<file path="config.mk">
export PLATFORM = sky130hd
export DESIGN_NAME = snn_step_sequencer_flat
export DESIGN_NICKNAME = d
export VERILOG_FILES = /design/src/rtl/snn_step_sequencer_if.sv /design/src/rtl/snn_step_sequencer.sv /design/src/flat_wrapper.sv
export SDC_FILE = /design/constraint.sdc
export NUM_CORES = 1
export LEC_CHECK = 0
export CORE_UTILIZATION = 40
export DETAILED_ROUTE_END_ITERATION = 12
export GPL_ROUTABILITY_DRIVEN = 1
export PLACE_DENSITY = 0.77
export SYNTH_ARGS = -nofsm -noshare
export SYNTH_HDL_FRONTEND = slang
export SYNTH_SLANG_ARGS = --single-unit
</file>
<file path="constraint.sdc">
create_clock -name clk -period 2.4 [get_ports clk]
set_input_delay 0.48 -clock clk [delete_from_list [all_inputs] [get_ports clk]]
set_output_delay 0.48 -clock clk [all_outputs]
set_load 0.01 [all_outputs]
</file>
<file path="src/rtl/snn_step_sequencer_if.sv">
// rtl/snn_step_sequencer_if.sv - host control, event RAM, core and spike-row bundle
interface snn_step_sequencer_if #(
  parameter int F   = 48,
  parameter int N   = 96,
  parameter int EAW = 16
);
  logic           start;
  logic [EAW:0]   t_len;
  logic           abort;
  logic           ev_rd_en;
  logic [EAW-1:0] ev_rd_addr;
  logic [F-1:0]   ev_rd_data;
  logic           core_clear;
  logic           core_step;
  logic [F-1:0]   event_vec;
  logic [N-1:0]   spikes_vec;
  logic           row_valid;
  logic           row_ready;
  logic [N-1:0]   row_data;
  logic [EAW-1:0] row_idx;
  logic           busy;
  logic           done;

  modport master (
    input  start, t_len, abort, ev_rd_data, spikes_vec, row_ready,
    output ev_rd_en, ev_rd_addr, core_clear, core_step, event_vec,
           row_valid, row_data, row_idx, busy, done
  );

  modport slave (
    output start, t_len, abort, ev_rd_data, spikes_vec, row_ready,
    input  ev_rd_en, ev_rd_addr, core_clear, core_step, event_vec,
           row_valid, row_data, row_idx, busy, done
  );
endinterface

</file>
<file path="src/rtl/snn_step_sequencer.sv">
// rtl/snn_step_sequencer.sv - steps snn_core one timestep at a time and streams spike rows
module snn_step_sequencer #(
  parameter int F        = 48,
  parameter int N        = 96,
  parameter int EAW      = 16,
  parameter int CORE_LAT = 1
) (
  input  logic                 clk,
  input  logic                 rst,
  snn_step_sequencer_if.master bus
);

  typedef enum logic [2:0] {
    S_IDLE, S_CLEAR, S_FETCH, S_LOAD, S_STEP, S_WAIT, S_EMIT, S_FIN
  } state_e;

  localparam logic [3:0] LAT = 4'(CORE_LAT);

  state_e         state_q, state_d;
  logic [EAW:0]   t_q, t_d;
  logic [EAW:0]   tlen_q, tlen_d;
  logic [EAW:0]   t_inc;
  logic [3:0]     wait_q;
  logic           handshake;
  logic           abort_hit;

  logic           ev_rd_en_q;
  logic [EAW-1:0] ev_rd_addr_q;
  logic           core_clear_q;
  logic           core_step_q;
  logic [F-1:0]   event_vec_q;
  logic           row_valid_q;
  logic [N-1:0]   row_data_q;
  logic [EAW-1:0] row_idx_q;
  logic           busy_q;
  logic           done_q;

  assign t_inc     = t_q + 1'b1;
  assign handshake = (state_q == S_EMIT) && row_valid_q && bus.row_ready;
  assign abort_hit = bus.abort && (state_q != S_IDLE);

  always_comb begin
    state_d = state_q;
    t_d     = t_q;
    tlen_d  = tlen_q;
    case (state_q)
      S_IDLE: begin
        if (bus.start) begin
          tlen_d  = bus.t_len;
          t_d     = '0;
          state_d = (bus.t_len == '0) ? S_FIN : S_CLEAR;
        end
      end
      S_CLEAR: state_d = S_FETCH;
      S_FETCH: state_d = S_LOAD;
      S_LOAD:  state_d = S_STEP;
      S_STEP:  state_d = S_WAIT;
      S_WAIT:  if (wait_q <= 4'd1) state_d = S_EMIT;
      S_EMIT: begin
        if (handshake) begin
          t_d     = t_inc;
          state_d = (t_inc == tlen_q) ? S_FIN : S_FETCH;
        end
      end
      S_FIN:   state_d = S_IDLE;
      default: state_d = S_IDLE;
    endcase
    // A row handshaken in the abort cycle still counts, so t_d keeps the increment.
    if (abort_hit) state_d = S_IDLE;
  end

  always_ff @(posedge clk) begin
    if (rst) begin
      state_q      <= S_IDLE;
      t_q          <= '0;
      tlen_q       <= '0;
      wait_q       <= '0;
      ev_rd_en_q   <= 1'b0;
      ev_rd_addr_q <= '0;
      core_clear_q <= 1'b0;
      core_step_q  <= 1'b0;
      event_vec_q  <= '0;
      row_valid_q  <= 1'b0;
      row_data_q   <= '0;
      row_idx_q    <= '0;
      busy_q       <= 1'b0;
      done_q       <= 1'b0;
    end else begin
      state_q <= state_d;
      t_q     <= t_d;
      tlen_q  <= tlen_d;

      // Strobes are registered from the next state so they coincide with their state.
      core_clear_q <= (state_d == S_CLEAR);
      ev_rd_en_q   <= (state_d == S_FETCH);
      core_step_q  <= (state_d == S_STEP);
      if (state_d == S_FETCH) ev_rd_addr_q <= t_d[EAW-1:0];

      busy_q <= (state_d != S_IDLE) || ((state_q == S_FIN) && !bus.abort);
      done_q <= (state_q == S_FIN) && !bus.abort;

      case (state_q)
        S_LOAD: event_vec_q <= bus.ev_rd_data;
        S_STEP: wait_q <= LAT;
        S_WAIT: begin
          wait_q <= wait_q - 4'd1;
          if (wait_q <= 4'd1) begin
            row_data_q  <= bus.spikes_vec;
            row_idx_q   <= t_q[EAW-1:0];
            row_valid_q <= 1'b1;
          end
        end
        S_EMIT: if (handshake) row_valid_q <= 1'b0;
        S_FIN:  event_vec_q <= '0;
        default: ;
      endcase

      if (abort_hit) begin
        event_vec_q <= '0;
        row_valid_q <= 1'b0;
      end
    end
  end

  assign bus.ev_rd_en   = ev_rd_en_q;
  assign bus.ev_rd_addr = ev_rd_addr_q;
  assign bus.core_clear = core_clear_q;
  assign bus.core_step  = core_step_q;
  assign bus.event_vec  = event_vec_q;
  assign bus.row_valid  = row_valid_q;
  assign bus.row_data   = row_data_q;
  assign bus.row_idx    = row_idx_q;
  assign bus.busy       = busy_q;
  assign bus.done       = done_q;

endmodule
</file>
<file path="src/flat_wrapper.sv">
// flat-port wrapper written by rule: the top's interface ports become plain ports
module snn_step_sequencer_flat 
#(
  parameter int F        = 48,
  parameter int N        = 96,
  parameter int EAW      = 16,
  parameter int CORE_LAT = 1
)
  (clk, rst, bus_start, bus_t_len, bus_abort, bus_ev_rd_data, bus_spikes_vec, bus_row_ready, bus_ev_rd_en, bus_ev_rd_addr, bus_core_clear, bus_core_step, bus_event_vec, bus_row_valid, bus_row_data, bus_row_idx, bus_busy, bus_done);
  snn_step_sequencer_if #(.F(F), .N(N), .EAW(EAW)) bus_i ();
  input  logic clk;
  input  logic rst;
  input wire logic [$bits(bus_i.start)-1:0] bus_start;
  input wire logic [$bits(bus_i.t_len)-1:0] bus_t_len;
  input wire logic [$bits(bus_i.abort)-1:0] bus_abort;
  input wire logic [$bits(bus_i.ev_rd_data)-1:0] bus_ev_rd_data;
  input wire logic [$bits(bus_i.spikes_vec)-1:0] bus_spikes_vec;
  input wire logic [$bits(bus_i.row_ready)-1:0] bus_row_ready;
  output wire logic [$bits(bus_i.ev_rd_en)-1:0] bus_ev_rd_en;
  output wire logic [$bits(bus_i.ev_rd_addr)-1:0] bus_ev_rd_addr;
  output wire logic [$bits(bus_i.core_clear)-1:0] bus_core_clear;
  output wire logic [$bits(bus_i.core_step)-1:0] bus_core_step;
  output wire logic [$bits(bus_i.event_vec)-1:0] bus_event_vec;
  output wire logic [$bits(bus_i.row_valid)-1:0] bus_row_valid;
  output wire logic [$bits(bus_i.row_data)-1:0] bus_row_data;
  output wire logic [$bits(bus_i.row_idx)-1:0] bus_row_idx;
  output wire logic [$bits(bus_i.busy)-1:0] bus_busy;
  output wire logic [$bits(bus_i.done)-1:0] bus_done;
  assign bus_i.start = bus_start;
  assign bus_i.t_len = bus_t_len;
  assign bus_i.abort = bus_abort;
  assign bus_i.ev_rd_data = bus_ev_rd_data;
  assign bus_i.spikes_vec = bus_spikes_vec;
  assign bus_i.row_ready = bus_row_ready;
  assign bus_ev_rd_en = bus_i.ev_rd_en;
  assign bus_ev_rd_addr = bus_i.ev_rd_addr;
  assign bus_core_clear = bus_i.core_clear;
  assign bus_core_step = bus_i.core_step;
  assign bus_event_vec = bus_i.event_vec;
  assign bus_row_valid = bus_i.row_valid;
  assign bus_row_data = bus_i.row_data;
  assign bus_row_idx = bus_i.row_idx;
  assign bus_busy = bus_i.busy;
  assign bus_done = bus_i.done;
  snn_step_sequencer #(.F(F), .N(N), .EAW(EAW), .CORE_LAT(CORE_LAT)) u_core (.clk(clk), .rst(rst), .bus(bus_i));
endmodule
</file>
==> impl_results.md, run 1 <==
- Hold path start: u_core.bus.row_data[53]
- Synthesized flop and latch total: 223
- GRT Resource Usage Total: 24.37%
- Final period utilization: 109.5%
- Area contributors post-synth: dfxtp_1 (48%), nand2_1 (12%), a21oi_1 (11%)
- DRT antenna net count: 0
- Vias: 9668
- Worst setup margin: -0.2283 ns
- CP max stage cell: or4_4
- Sequence of cells on the critical path: ha_4 > xor2_1 > a311oi_1 > o221ai_1 > a2111oi_2 > nand3_1 > or4_4 > or4_1 > o21ai_1
- Initial DRT Pass Iterations: 5
- Post-Synthesis Cell Area: 0.009235 mm2
- Yosys warning total: 0
- Largest family of logic cells by synthesized area: simple AND/OR/NAND/NOR gates
- Post-DP Area: 0.01359 mm2
- M1 WL: 12530 um
- Initial drt markers: 649
- Clk_skew: 0.007560 ns
- Die area: 0.02370 mm2
- Xor and xnor area share after synthesis: 1.992%
- Buf+Inv Stages, Crit Path: 0
- Share of cells above drive strength 1: 10.05%
- Met2 WL: 14240 um
- Area growth, synth to finish: 55.97%
- Syn Nets: 1361
- Largest net degree at the start of global routing: 113
- Final hold viol count: 0
- LEAKAGE: 0.005437 uW
- Initial antenna violation count: 0
- Top Metal Used: met4
- Yosys top cell area share: 48.34%
- MaxCap Viol Count: 0
- Dominant cell type by area after synthesis: dfxtp_1
- Failing checks: setup timing
- DP Wirelength: 21030 um
- CP top delay family: simple AND/OR/NAND/NOR gates
- Vias in the first global route: 9183
- RR Startpoint: u_core.t_q[0]
- Setup TNS: -2.939 ns
- Setup crit end kind: flip-flop
- Ports: 348
- WS Path Type: flip-flop to flip-flop
- Max rail drop VDD: 0.0005715 V
- Clk root buf: clkbuf_16
- Register area share after synthesis: 48.34%
- P per Cell Area: 700.7 mW/mm2
- Main synth FF type: dfxtp_1
- CTS tree: yes
- Synth Instances: 1192
- Nets: 1743
- Post-synthesis simple-gate area fraction: 28.72%
- Status: complete, but fails checks
- Async SR Flop Fraction: 0%
- Post-synth EDFFs: 0
- Compound-Gate Fraction of Synth Area: 15.74%
- Slew @ Worst Pin: 0.6666 ns
- Chip Height: 153.9 um
- Core region area: 0.02264 mm2
- Worst hold path type: flip-flop to flip-flop
- Synth cell types: 51
- Relative slew slack: 55.56%
- Most frequent cells in the layout: clkdlybuf4s50_1 (346), nand2_1 (287), dfxtp_1 (221)
- Hold-fix buffers, CTS: 0
- GRT overflow: 0
- Min cycle time layout: 2.628 ns
- CP startpoint kind: flip-flop
- Fmax: 380.5 MHz
- Initial Utilization: 40.79%
- Synth Area in Adders: 0.4064%
- Final instance area: 0.01440 mm2
- Most common cell after layout, fill and taps aside: clkdlybuf4s50_1
- CP arrival: 3.08 ns
- Largest buffer count on any clock path: 3
- Crit path largest cell delay: 0.55 ns
- Total CTS buffers: 24
- Antenna cells: 0
- Routed met3 length: 2350 um
- Max Slew Vio Count: 0
- RSZ-0062 raised after global routing: true
- Chip Width: 153.9 um
- Clock-pin slew on the worst setup and hold paths: 0.06 ns
- CTS Sinks: 223
- Mapped Avg Cell Area: 7.748 um2
- First-pass GRT wire length: 47160 um
- Critical path required time: 2.85 ns
- Clock latency on the worst-skew pair: 0.52 ns
- DRC violations left: 0
- Port-buffer cells: 347
- DR WL/cell: 16.04 um
- # H-tree levels: 1
- Critical path peak fanout: 6
- Final GP Congestion: 0.9358
- Hold slack: 0.4516 ns
- Post-synthesis mux area share: 0.2168%
- Setup Viol. Count Final: 20
- Setup slack, reg-to-reg: -0.23 ns
- Total wire length: 30100 um
- FP Rows: 55
- Critical Path Start: u_core.t_q[0]
- Vias per std cell: 5.151
==> path summary, 6_finish.rpt <==
check	endpoint	cells past startpoint
worst max-delay path	u_core.state_q[2]	9
worst min register to register	u_core.bus.row_data[53]	2
worst max register to register	u_core.state_q[2]	9
worst min-delay path	u_core.bus.row_data[53]	2
==> power by group <==
part / total (uW) / internal (uW) / switching, uW
Clock: 3730 / 2220 / 1510
Sequential: 4120 / 3960 / 161
Combinational: 2240 / 1080 / 1160
==> cell families (layout without fill, tap and decap cells) <==
kind of cell	Yosys count	count (layout)
AND/OR/NAND/NOR	579	579
AO/OA/AOI/OAI	258	258
flip-flops	223	223
buffers and inverters	106	506
XOR/XNOR	21	21
adder cells (fa/ha/maj)	3	3
multiplexers	2	2
==> layer usage <==
| layer | GRT usage, % | up-vias |
|---|---|---|
| met5 | 0 | - |
| met4 | 8.619 | 0 |
| met3 | 6.398 | 64 |
| met2 | 41.08 | 331 |
| met1 | 29.92 | 4459 |
| li1 | - | 4814 |
==> synth_stat cells, drive strengths merged (4+ instances only) <==
cell    instances
dfxtp         223
nor3           18
nand2b         21
xor2            8
o21ai          17
or4             4
buf            12
inv             7
and3           53
nand2         287
nor4            7
a222oi         16
a21oi         201
or3             6
xnor2          13
nor2           81
nand3          45
nor2b          32
clkbuf         86
or2             4
nand4           9
==> cell type report <==
cell class | count | area (um2)
fill | 1880 | 8237
timing repair buffer | 454 | 4344
clock inverter | 7 | 96.34
inverter | 8 | 30.03
sequential | 223 | 4472
clock buffer | 37 | 699.4
tap | 285 | 356.6
multi-input combinational | 863 | 4405
==> metrics by stage <==
step	total power (uW)	worst slack [ns]	instances	util, %
CTS	10180	-0.2088	1877	63.60
global placement	6391	-0.3224	1833	60.04
detailed placement	6424	-0.3808	1833	60.04
finish	10090	-0.2283	1877	63.62
floorplan	5278	-0.08690	1192	-
global route	10550	-0.3534	1877	63.62
==> flip-flops by register name, indices dropped and copies added, names as in the netlist <==
register and cells:
u_core.bus.row_valid 1, u_core.t_q 17, u_core.bus.done 1, u_core.bus.row_idx 16, u_core.bus.ev_rd_addr 16, u_core.bus.core_clear 1
u_core.bus.row_data 96, u_core.bus.busy 1, u_core.bus.core_step 1, u_core.wait_q 4, u_core.bus.ev_rd_en 1, u_core.bus.event_vec 48
u_core.state_q 3, u_core.tlen_q 17
==> tightest hold or removal path, cell delays in order, from the launching register on <==
cell	delay, ns
dfxtp_1	0.31
nand2_1	0.05
a21oi_1	0.05
==> timing repair <==
| action | CTS | global route |
|---|---|---|
| setup endpoints to repair | 21 | 21 |
| resized for setup | 3 | 1 |
| buffers inserted | 0 | 0 |
(Power assumes the default switching activity.)
==> inputs of run 2 (changes only) <==
- CORE_UTILIZATION: 40 -> 53
- DONT_BUFFER_PORTS: not set -> 1
- PLACE_DENSITY: 0.77 -> 0.71
==> run 2 against run 1 <==
Compared with the run above:
- the flow still finishes with violations (setup timing)
- sequential share of layout area grew 11 points
- setup slack gained 0.084 ns
- combinational power shrank 39%
- critical path depth shrank 1
- largest cell class unchanged
==> impl_results.md, run 2 (synthesis gave the netlist of run 1 again) <==
- Total power: 9257 uW (was 10090 uW)
- Most common cell after layout, fill and taps aside: nand2_1 (was clkdlybuf4s50_1)
- Initial antenna violation count: 1 (was 0)
- CP max stage cell: or4_4 (unchanged)
- Chip Height: 134 um (was 153.9 um)
- Max Slew Vio Count: 0 (unchanged)
- Worst hold path type: input port to flip-flop (was flip-flop to flip-flop)
- Vias in the first global route: 7517 (was 9183)
- Status: complete, but fails checks (unchanged)
- GRT Resource Usage Total: 27.98% (was 24.37%)
- Sequence of cells on the critical path: and4_1 > nand2_1 > nor3_4 > xnor2_1 > nand3_1 > or4_4 > or4_1 > o21ai_1 (was ha_4 > xor2_1 > a311oi_1 > o221ai_1 > a2111oi_2 > nand3_1 > or4_4 > or4_1 > o21ai_1)
- Initial drt markers: 640 (was 649)
- CP arrival: 2.98 ns (was 3.08 ns)
- Total CTS buffers: 23 (was 24)
- Hold-fix buffers, CTS: 0 (unchanged)
- Clock-pin slew on the worst setup and hold paths: 0.06 ns (about the same)
- CP top delay family: simple AND/OR/NAND/NOR gates (unchanged)
- P per Cell Area: 875.8 mW/mm2 (was 700.7 mW/mm2)
- Relative slew slack: 64.04% (was 55.56%)
- Final GP Congestion: 0.8746 (was 0.9358)
- Initial DRT Pass Iterations: 8 (was 5)
- Final hold viol count: 0 (unchanged)
- CTS Sinks: 223 (unchanged)
- Largest net degree at the start of global routing: 177 (was 113)
- First-pass GRT wire length: 40250 um (was 47160 um)
- Core region area: 0.01682 mm2 (was 0.02264 mm2)
- Antenna cells: 0 (unchanged)
- Share of cells above drive strength 1: 10.74% (was 10.05%)
- WS Path Type: flip-flop to flip-flop (unchanged)
- RSZ-0062 raised after global routing: true (unchanged)
- Placed Cells: 1390 (was 1833)
- Port-buffer cells: 0 (was 347)
- Crit path largest cell delay: 0.54 ns (was 0.55 ns)
- FP Rows: 47 (was 55)
- DR WL/cell: 18.29 um (was 16.04 um)
- Max FFs per register: 96 (unchanged)
- Chip Width: 134 um (was 153.9 um)
- Non-Filler Instances: 1430 (was 1877)
- Die area: 0.01796 mm2 (was 0.02370 mm2)
- Setup repair bufs after CTS: 0 (unchanged)
- Setup crit end kind: flip-flop (unchanged)
- Clk_skew: 0.007575 ns (was 0.007560 ns)
- Fmax: 393.1 MHz (was 380.5 MHz)
- Clk root buf: clkbuf_16 (unchanged)
- GRT overflow: 0 (unchanged)
- Buf+Inv Stages, Crit Path: 0 (unchanged)
- Nets: 1364 (was 1743)
- DRT antenna net count: 0 (unchanged)
- # H-tree levels: 1 (unchanged)
- Total wire length: 26150 um (was 30100 um)
- Initial Utilization: 54.91% (was 40.79%)
- CP startpoint kind: flip-flop (unchanged)
- DP Wirelength: 18000 um (was 21030 um)
- Max rail drop VDD: 0.0006117 V (was 0.0005715 V)
- LEAKAGE: 0.004004 uW (was 0.005437 uW)
- Min cycle time layout: 2.544 ns (was 2.628 ns)
- Slew @ Worst Pin: 0.5394 ns (was 0.6666 ns)
- Setup Viol. Count Final: 21 (was 20)
- Clock latency on the worst-skew pair: 0.50 ns (was 0.52 ns)
- Ports: 348 (unchanged)
- Critical path required time: 2.84 ns (was 2.85 ns)
- DRC violations left: 0 (unchanged)
- Area growth, synth to finish: 14.46% (was 55.97%)
- Failing checks: setup timing (unchanged)
- CTS tree: yes (unchanged)
- Vias per std cell: 5.774 (was 5.151)
- Largest buffer count on any clock path: 3 (unchanged)
- Worst setup margin: -0.1441 ns (was -0.2283 ns)
- Vias: 8257 (was 9668)
- MaxCap Viol Count: 0 (unchanged)
- Final period utilization: 106.0% (was 109.5%)
- Critical path peak fanout: 5 (was 6)
- Most frequent cells in the layout: nand2_1 (287), dfxtp_1 (221), a21oi_1 (201) (was clkdlybuf4s50_1 (346), nand2_1 (287), dfxtp_1 (221))
-- run 2: stage by stage --
step	cell area (um2)	hold WS (ns)	utilization (%)	setup TNS, ns	setup WS (ns)
2_1_floorplan	9290	0.4409	-	-0.1250	-0.08690
3_3_place_gp	9779	0.4518	58.15	-3.365	-0.2094
3_5_place_dp	9779	0.4545	58.15	-3.746	-0.2247
4_1_cts	10570	0.02964	62.85	-1.592	-0.1507
5_1_grt	10570	0.03228	62.85	-5.716	-0.3272
6_report	10570	0.05558	62.85	-1.518	-0.1441
-- run 2: worst reg2reg max path: stages (launching register included) --
cell     delay, ns
dfxtp_1       0.37
and4_1        0.35
nand2_1       0.23
nor3_4        0.24
xnor2_1       0.17
nand3_1       0.09
or4_4         0.54
or4_1         0.41
o21ai_1       0.08
-- run 2: power by group --
group | leakage [uW] | switching, uW | internal [uW]
logic | 0.00182 | 860 | 504
registers | 0.00180 | 277 | 3960
clock network | 0.000384 | 1470 | 2190
total | 0.00400 | 2600 | 6650
-- run 2: final timing paths --
check | startpoint | cells past startpoint | slack [ns] | end
min reg2reg | u_core.tlen_q[8] | 2 | 0.47 | u_core.tlen_q[8]
max | u_core.t_q[2] | 8 | -0.14 | u_core.state_q[2]
min | bus_abort | 1 | 0.06 | u_core.bus.ev_rd_en
max reg2reg | u_core.t_q[2] | 8 | -0.14 | u_core.state_q[2]
-- run 2: timing repair --
item | 4_1_cts | 5_1_grt
pin swaps | 0 | 0
gates resized for setup | 2 | 0
gates cloned | 0 | 0
endpoints found under the setup margin | 21 | 21
-- run 2: cell type report --
type / count / area (um2)
clock buffers: 31 / 675.6
clock inverters: 9 / 107.6
fillers: 1508 / 6248
inverters: 8 / 30.03
multi-input cells: 863 / 4400
flip-flops and latches: 223 / 4469
well taps: 220 / 275.3
repair buffers: 76 / 611.8
-- run 2: routing by layer --
metal / GRT usage [%] / wire length, um / up-vias / share of wire, %
met5: 0 / 13 / - / 0.050
li1: - / - / 4034 / -
met2: 44.27 / 12410 / 335 / 47
met3: 7.256 / 2234 / 42 / 8.5
met4: 8.270 / 578 / 2 / 2.2
met1: 37.42 / 10920 / 3844 / 42
